===== config.mk =====
export PLATFORM = sky130hd
export DESIGN_NAME = adc_spi_sampler_flat
export DESIGN_NICKNAME = d
export VERILOG_FILES = /design/src/rtl/adc_spi_sampler_if.sv /design/src/rtl/adc_spi_sampler.sv /design/src/flat_wrapper.sv
export SDC_FILE = /design/constraint.sdc
export NUM_CORES = 1
export LEC_CHECK = 0
export ABC_CLOCK_PERIOD_IN_PS = 1900
export CELL_PAD_IN_SITES_DETAIL_PLACEMENT = 1
export CELL_PAD_IN_SITES_GLOBAL_PLACEMENT = 1
export CORE_MARGIN = 2
export CORE_UTILIZATION = 25
export CTS_CLUSTER_SIZE = 16
export DETAILED_ROUTE_END_ITERATION = 8
export PLACE_DENSITY_LB_ADDON = 0.1
export SLEW_MARGIN = 20
export SYNTH_ARGS = -nofsm -noshare
export SYNTH_HDL_FRONTEND = slang
export SYNTH_SLANG_ARGS = --single-unit

===== constraint.sdc =====
create_clock -name clk -period 1.9 [get_ports clk]
set_input_delay 0.285 -clock clk [delete_from_list [all_inputs] [get_ports clk]]
set_output_delay 0.285 -clock clk [all_outputs]
set_load 0.01 [all_outputs]

===== src/rtl/adc_spi_sampler_if.sv =====
// Bus bundle for adc_spi_sampler: trigger/channel request, ADC SPI pins and sample result.
interface adc_spi_sampler_if;
  logic        sample_trigger;
  logic [2:0]  channel;
  logic        adc_dout;
  logic        adc_cs_n;
  logic        adc_sclk;
  logic        adc_din;
  logic [11:0] sample_data;
  logic [2:0]  sample_channel;
  logic        sample_valid;
  logic        busy;
  logic        overrun;

  modport master (
    input  sample_trigger, channel, adc_dout,
    output adc_cs_n, adc_sclk, adc_din, sample_data, sample_channel,
           sample_valid, busy, overrun
  );

  modport slave (
    output sample_trigger, channel, adc_dout,
    input  adc_cs_n, adc_sclk, adc_din, sample_data, sample_channel,
           sample_valid, busy, overrun
  );
endinterface


===== src/rtl/adc_spi_sampler.sv =====
// One 16-bit ADC128S022 SPI frame per sample trigger; returns 12-bit result plus channel tag.
// Optional macro ADC_SCAN_EN: internal channel scan counter replaces the channel input.
//   state | meaning
//   IDLE  | waiting for sample_trigger, CS high
//   SETUP | CS low, SCLK high for one half-period
//   SHIFT | 32 SCLK half-periods (16 bits)
//   DONE  | publish result, release CS
module adc_spi_sampler #(
  parameter int unsigned SCLK_HALF = 8,
  parameter int unsigned NUM_CH    = 8
) (
  input  logic               clk,
  input  logic               reset_n,
  adc_spi_sampler_if.master  bus
);
  typedef enum logic [1:0] {IDLE, SETUP, SHIFT, DONE} state_t;

  localparam logic [7:0] HALF_LOAD = 8'(SCLK_HALF - 1);

  state_t      state_q, state_d;
  logic [7:0]  half_cnt_q, half_cnt_d;
  logic [4:0]  edge_cnt_q, edge_cnt_d;
  logic [11:0] shreg_q, shreg_d;
  logic [2:0]  ch_q, ch_d;
  logic [2:0]  prev_ch_q, prev_ch_d;
  logic        cs_n_q, cs_n_d;
  logic        sclk_q, sclk_d;
  logic        din_q, din_d;
  logic [11:0] data_q, data_d;
  logic [2:0]  sch_q, sch_d;
  logic        valid_q, valid_d;
  logic        busy_q, busy_d;
  logic        ovr_q, ovr_d;

  logic        tick;
  logic        accept;
  logic [2:0]  addr_sel;

  assign tick   = (half_cnt_q == 8'd0);
  assign accept = (state_q == IDLE) && bus.sample_trigger;

`ifdef ADC_SCAN_EN
  logic [2:0] scan_q, scan_d;

  always_comb begin
    scan_d = scan_q;
    if (accept) scan_d = (scan_q == 3'(NUM_CH - 1)) ? 3'd0 : scan_q + 3'd1;
  end

  always_ff @(posedge clk or negedge reset_n) begin
    if (!reset_n) scan_q <= 3'd0;
    else          scan_q <= scan_d;
  end

  assign addr_sel = scan_q;
`else
  assign addr_sel = bus.channel;
`endif

  always_ff @(posedge clk or negedge reset_n) begin
    if (!reset_n) state_q <= IDLE;
    else          state_q <= state_d;
  end

  always_comb begin
    state_d = state_q;
    case (state_q)
      IDLE:    if (bus.sample_trigger) state_d = SETUP;
      SETUP:   if (tick) state_d = SHIFT;
      SHIFT:   if (tick && edge_cnt_q == 5'd31) state_d = DONE;
      DONE:    state_d = IDLE;
      default: state_d = IDLE;
    endcase
  end

  // edge_cnt_q counts SCLK half-period events: even = falling edge, odd = rising edge.
  always_comb begin
    half_cnt_d = half_cnt_q;
    edge_cnt_d = edge_cnt_q;
    shreg_d    = shreg_q;
    ch_d       = ch_q;
    prev_ch_d  = prev_ch_q;
    cs_n_d     = cs_n_q;
    sclk_d     = sclk_q;
    din_d      = din_q;
    data_d     = data_q;
    sch_d      = sch_q;
    busy_d     = busy_q;
    valid_d    = 1'b0;
    ovr_d      = bus.sample_trigger && (state_q != IDLE);
    case (state_q)
      IDLE: begin
        if (bus.sample_trigger) begin
          cs_n_d     = 1'b0;
          busy_d     = 1'b1;
          ch_d       = addr_sel;
          half_cnt_d = HALF_LOAD;
          edge_cnt_d = 5'd0;
        end
      end
      SETUP, SHIFT: begin
        if (tick) begin
          half_cnt_d = HALF_LOAD;
          if (edge_cnt_q != 5'd31) edge_cnt_d = edge_cnt_q + 5'd1;
          if (!edge_cnt_q[0]) begin
            sclk_d = 1'b0;
            case (edge_cnt_q)
              5'd4:    din_d = ch_q[2];
              5'd6:    din_d = ch_q[1];
              5'd8:    din_d = ch_q[0];
              default: din_d = 1'b0;
            endcase
          end else begin
            sclk_d = 1'b1;
            if (edge_cnt_q >= 5'd9) shreg_d = {shreg_q[10:0], bus.adc_dout};
          end
        end else begin
          half_cnt_d = half_cnt_q - 8'd1;
        end
      end
      DONE: begin
        cs_n_d    = 1'b1;
        busy_d    = 1'b0;
        valid_d   = 1'b1;
        data_d    = shreg_q;
        sch_d     = prev_ch_q;
        prev_ch_d = ch_q;
      end
      default: ;
    endcase
  end

  always_ff @(posedge clk or negedge reset_n) begin
    if (!reset_n) begin
      half_cnt_q <= 8'd0;
      edge_cnt_q <= 5'd0;
      shreg_q    <= 12'd0;
      ch_q       <= 3'd0;
      prev_ch_q  <= 3'd0;
      cs_n_q     <= 1'b1;
      sclk_q     <= 1'b1;
      din_q      <= 1'b0;
      data_q     <= 12'd0;
      sch_q      <= 3'd0;
      valid_q    <= 1'b0;
      busy_q     <= 1'b0;
      ovr_q      <= 1'b0;
    end else begin
      half_cnt_q <= half_cnt_d;
      edge_cnt_q <= edge_cnt_d;
      shreg_q    <= shreg_d;
      ch_q       <= ch_d;
      prev_ch_q  <= prev_ch_d;
      cs_n_q     <= cs_n_d;
      sclk_q     <= sclk_d;
      din_q      <= din_d;
      data_q     <= data_d;
      sch_q      <= sch_d;
      valid_q    <= valid_d;
      busy_q     <= busy_d;
      ovr_q      <= ovr_d;
    end
  end

  assign bus.adc_cs_n       = cs_n_q;
  assign bus.adc_sclk       = sclk_q;
  assign bus.adc_din        = din_q;
  assign bus.sample_data    = data_q;
  assign bus.sample_channel = sch_q;
  assign bus.sample_valid   = valid_q;
  assign bus.busy           = busy_q;
  assign bus.overrun        = ovr_q;
endmodule


===== src/flat_wrapper.sv =====
// flat-port wrapper written by rule: the top's interface ports become plain ports
module adc_spi_sampler_flat 
#(
  parameter int unsigned SCLK_HALF = 8,
  parameter int unsigned NUM_CH    = 8
)
  (clk, reset_n, bus_sample_trigger, bus_channel, bus_adc_dout, bus_adc_cs_n, bus_adc_sclk, bus_adc_din, bus_sample_data, bus_sample_channel, bus_sample_valid, bus_busy, bus_overrun);
  adc_spi_sampler_if bus_i ();
  input  logic clk;
  input  logic reset_n;
  input wire logic [$bits(bus_i.sample_trigger)-1:0] bus_sample_trigger;
  input wire logic [$bits(bus_i.channel)-1:0] bus_channel;
  input wire logic [$bits(bus_i.adc_dout)-1:0] bus_adc_dout;
  output wire logic [$bits(bus_i.adc_cs_n)-1:0] bus_adc_cs_n;
  output wire logic [$bits(bus_i.adc_sclk)-1:0] bus_adc_sclk;
  output wire logic [$bits(bus_i.adc_din)-1:0] bus_adc_din;
  output wire logic [$bits(bus_i.sample_data)-1:0] bus_sample_data;
  output wire logic [$bits(bus_i.sample_channel)-1:0] bus_sample_channel;
  output wire logic [$bits(bus_i.sample_valid)-1:0] bus_sample_valid;
  output wire logic [$bits(bus_i.busy)-1:0] bus_busy;
  output wire logic [$bits(bus_i.overrun)-1:0] bus_overrun;
  assign bus_i.sample_trigger = bus_sample_trigger;
  assign bus_i.channel = bus_channel;
  assign bus_i.adc_dout = bus_adc_dout;
  assign bus_adc_cs_n = bus_i.adc_cs_n;
  assign bus_adc_sclk = bus_i.adc_sclk;
  assign bus_adc_din = bus_i.adc_din;
  assign bus_sample_data = bus_i.sample_data;
  assign bus_sample_channel = bus_i.sample_channel;
  assign bus_sample_valid = bus_i.sample_valid;
  assign bus_busy = bus_i.busy;
  assign bus_overrun = bus_i.overrun;
  adc_spi_sampler #(.SCLK_HALF(SCLK_HALF), .NUM_CH(NUM_CH)) u_core (.clk(clk), .reset_n(reset_n), .bus(bus_i));
endmodule

==> run summary <==
### Final layout
* **post-synthesis to final-layout area growth** 34.7%
* **net count reported at finish** 275
* **most common library cell in the layout ignoring fill and taps** sky130_fd_sc_hd__dfrtp_1
* **ratio of cells with drive above 1 in the final layout** 34.7%
* **ANT cells** 0
* **utilization of the core after routing** 34.4%
* **area of all placed cells without fillers** 3310 um^2
* **most frequent cells in the layout** sky130_fd_sc_hd__dfrtp_1 (52), sky130_fd_sc_hd__buf_4 (31), sky130_fd_sc_hd__clkdlybuf4s50_1 (26), sky130_fd_sc_hd__mux2_2 (25), sky130_fd_sc_hd__nand2_1 (12)

### Placed design
* **DP Wirelength** 4030 um
* **number of port buffers** 27
* **weighted congestion at the end of routability-driven global placement** 0.749
* **area post-placement** 3080 um^2

### CTS
* **clock tree from TritonCTS** yes
* **Clock Latency Late Sink** 0.30 ns
* **Clock Path Buffers** 2
* **number of buffers created by CTS** 5
* **clock root cell** sky130_fd_sc_hd__clkbuf_8
* **Num Clock Sinks** 54
* **clock transition at the register clock pins on the worst setup and hold paths after CTS** 0.10 ns
* **H-tree level count** 2

### Floorplan
* **I/O pin count** 28
* **DIE HEIGHT** 103 um
* **Die Width** 103 um
* **area of the core** 9640 um^2
* **Starting Density** 25.5%
* **Die Footprint** 10600 um^2
* **number of rows in the core area** 36

### Worst setup path
* **endpoint arrival time on the critical path** 2.08 ns
* **count of cells along the worst register-to-register path** 4
* **delay-heaviest family, CP** simple AND/OR/NAND/NOR gates
* **count of cell instances traversed by the critical path** 4
* **Crit Path Class** flop to flop
* **maximum fanout count along the critical path** 3
* **kind of end point of the critical path** flop
* **delay of the slowest critical-path stage** 0.55 ns
* **endpoint of the most critical register-to-register path** u_core.state_q[1]
* **R2R Path Start** u_core.half_cnt_q[4]
* **buffer and inverter count on the worst path** 0
* **critical-path cell list** or4_4 > o32a_1 > a21boi_2 > mux2_4
* **critical-path cell with the highest stage delay** sky130_fd_sc_hd__or4_4
* **critical path launch point** u_core.half_cnt_q[4]
* **startpoint type of the worst setup path** flop
* **minimum setup slack among reg-to-reg paths** 0.02 ns
* **CP Data Required Time** 2.10 ns
* **end point of the critical path** u_core.state_q[1]

### Synth
* **flip-flop and latch count after synthesis** 54
* **gate count after technology mapping** 196
* **proportion of synthesized flip-flops having asynchronous set or reset** 100%
* **count of warnings emitted by yosys** 0
* **library cell with the largest summed area after synthesis** sky130_fd_sc_hd__dfrtp_1
* **number of flops mapped to enable cells by yosys** 0
* **commonest register cell after synthesis** sky130_fd_sc_hd__dfrtp_1
* **synthesized net count** 213
* **share of the yosys chip area belonging to registers** 55.0%
* **main area contributors after synthesis** sky130_fd_sc_hd__dfrtp_1 (53%), sky130_fd_sc_hd__mux2_2 (11%), sky130_fd_sc_hd__ha_1 (5.1%)
* **Syn Std Cell Area** 2460 um^2
* **synthesized area divided by synthesized cell count** 12.6 um^2
* **number of distinct library cells after synthesis** 43
* **area share of the largest cell type after synthesis** 52.9%

### Global routing
* **combined global-route utilization of all metal layers** 11.6%
* **number of antenna violations at the first check in global routing** 0
* **global-route wire length before repair** 9440 um
* **total gr overflow** 0
* **largest net degree at the start of global routing** 26
* **number of global-route vias before repair** 1815

### STA
* **number of hold-slack violations in the final timing report** 0
* **actual slew at the worst max-slew pin** 0.422 ns
* **Achievable Freq** 532 MHz
* **part of the cycle the worst path needs** 99.0%
* **Max-slew headroom** 71.6%
* **total setup violations reported at the end of the flow** 0
* **unrepaired setup endpoints after global routing** true
* **Max Slew Vio Count** 0
* **Tmin final** 1.88 ns
* **clk_skew** 0.00402 ns

### Detailed routing
* **vias after detailed routing** 1693
* **average routed wire per standard cell** 14.1 um
* **Detailed Route Iter0 Violations** 34
* **DRC Markers** 0
* **Via-to-Cell Ratio** 4.32
* **DRT antenna net count** 0
* **WL final** 5550 um
* **TritonRoute pass-1 iters** 4

### Worst hold path
* **class of the tightest hold or removal check** primary input to asynchronous set/reset pin

### Power
* **maximum VDD drop** 0.442 mV
* **Leak** 0.00152 uW
* **cell area power density** 1360 nW/um^2

### Job
* **number of maximum-capacitance constraint violations** 0

### Status
* **result of the run** finished clean

timing repair:
action	in CTS	in global routing
hold buffers	1	0
setup buffers	3	6
setup endpoints to repair	13	23
resized for setup	2	14
endpoints found under the hold margin	13	0
pin swaps	4	2
cloned	0	0
how the worst min path moves through the flow:
stage                           endpoint  startpoint  slack (ns)
floorplan             u_core.bus.adc_din     reset_n       -0.01
global placement    u_core.edge_cnt_q[2]     reset_n        0.26
detailed placement  u_core.edge_cnt_q[2]     reset_n        0.24
CTS                    u_core.state_q[0]     reset_n        0.44
global route           u_core.state_q[0]     reset_n        0.46
finish              u_core.edge_cnt_q[2]     reset_n        0.45
report_power, final:
part,switching (uW),internal [uW],total [uW]
clock network,392,394,786
logic,1040,1080,2120
registers,186,1420,1610
layout make-up:
class                           count  area, um^2
Inverter                            8        30.0
Clock inverter                      2        37.5
Clock buffer                        6        72.6
Tap cell                          133         166
Multi-Input combinational cell    127        1090
Sequential cell                    54        1350
Fill cell                        1106        6320
Timing Repair Buffer               62         559
through the flow:
step / power [uW] / hold WS, ns / worst slack [ns] / std cells / TNS (ns)
finish: 4510 / 0.446 / 0.0186 / 392 / 0
detailed placement: 3500 / 0.243 / -0.0336 / 374 / -0.0457
global route: 4870 / 0.458 / -0.0215 / 392 / -0.0333
CTS: 4440 / 0.445 / -0.0452 / 386 / -0.0452
floorplan: 2690 / -0.0106 / 0.00471 / 196 / 0
global placement: 3500 / 0.256 / 0.00459 / 374 / 0
synth_stat cells (2+ instances only):
library cell and instances:
sky130_fd_sc_hd__dfrtp_1 52, sky130_fd_sc_hd__mux2_2 25, sky130_fd_sc_hd__nand2_1 14, sky130_fd_sc_hd__mux2_1 11, sky130_fd_sc_hd__nor2_1 11, sky130_fd_sc_hd__ha_1 10, sky130_fd_sc_hd__inv_1 8, sky130_fd_sc_hd__a21oi_1 5
sky130_fd_sc_hd__nand3_1 5, sky130_fd_sc_hd__xor2_1 5, sky130_fd_sc_hd__clkbuf_1 4, sky130_fd_sc_hd__o21ai_0 4, sky130_fd_sc_hd__mux2i_1 3, sky130_fd_sc_hd__and3_1 2, sky130_fd_sc_hd__buf_1 2, sky130_fd_sc_hd__dfstp_2 2
sky130_fd_sc_hd__nand2b_1 2, sky130_fd_sc_hd__nand3b_1 2, sky130_fd_sc_hd__nand4_1 2, sky130_fd_sc_hd__nor3_1 2, sky130_fd_sc_hd__o21ai_1 2, sky130_fd_sc_hd__o22ai_1 2
kinds of logic (layout without fill, tap and decap cells):
group,after synthesis,count (layout),share of synthesized area [%]
and+or+nand+nor,49,49,11.2
AOI/OAI and AO/OA,24,24,6.77
xor gates and xnor gates,5,5,1.78
DFF,54,54,55.0
adders and majority gates,10,10,5.09
muxes,39,39,17.7
buffers and inverters,15,78,2.44
sequential cells by signal, indices dropped and copies added, names as in the netlist:
signal                     count
u_core.bus.adc_sclk            1
u_core.bus.busy                1
u_core.bus.sample_valid        1
u_core.bus.sample_channel      3
u_core.bus.adc_din             1
u_core.ch_q                    3
u_core.shreg_q                12
u_core.half_cnt_q              8
u_core.state_q                 2
u_core.bus.overrun             1
u_core.prev_ch_q               3
u_core.bus.adc_cs_n            1
u_core.bus.sample_data        12
u_core.edge_cnt_q              5
routing by layer:
| layer | vias to the layer above | track usage [%] | wire [um] |
|---|---|---|---|
| met2 | 23 | 17.8 | 2510 |
| met1 | 847 | 16.0 | 2800 |
| met4 | 0 | 3.74 | 96 |
| li1 | 815 | - | - |
| met3 | 8 | 2.89 | 139 |
| met5 | - | 0 | 0 |
(Power assumes the default switching activity.)
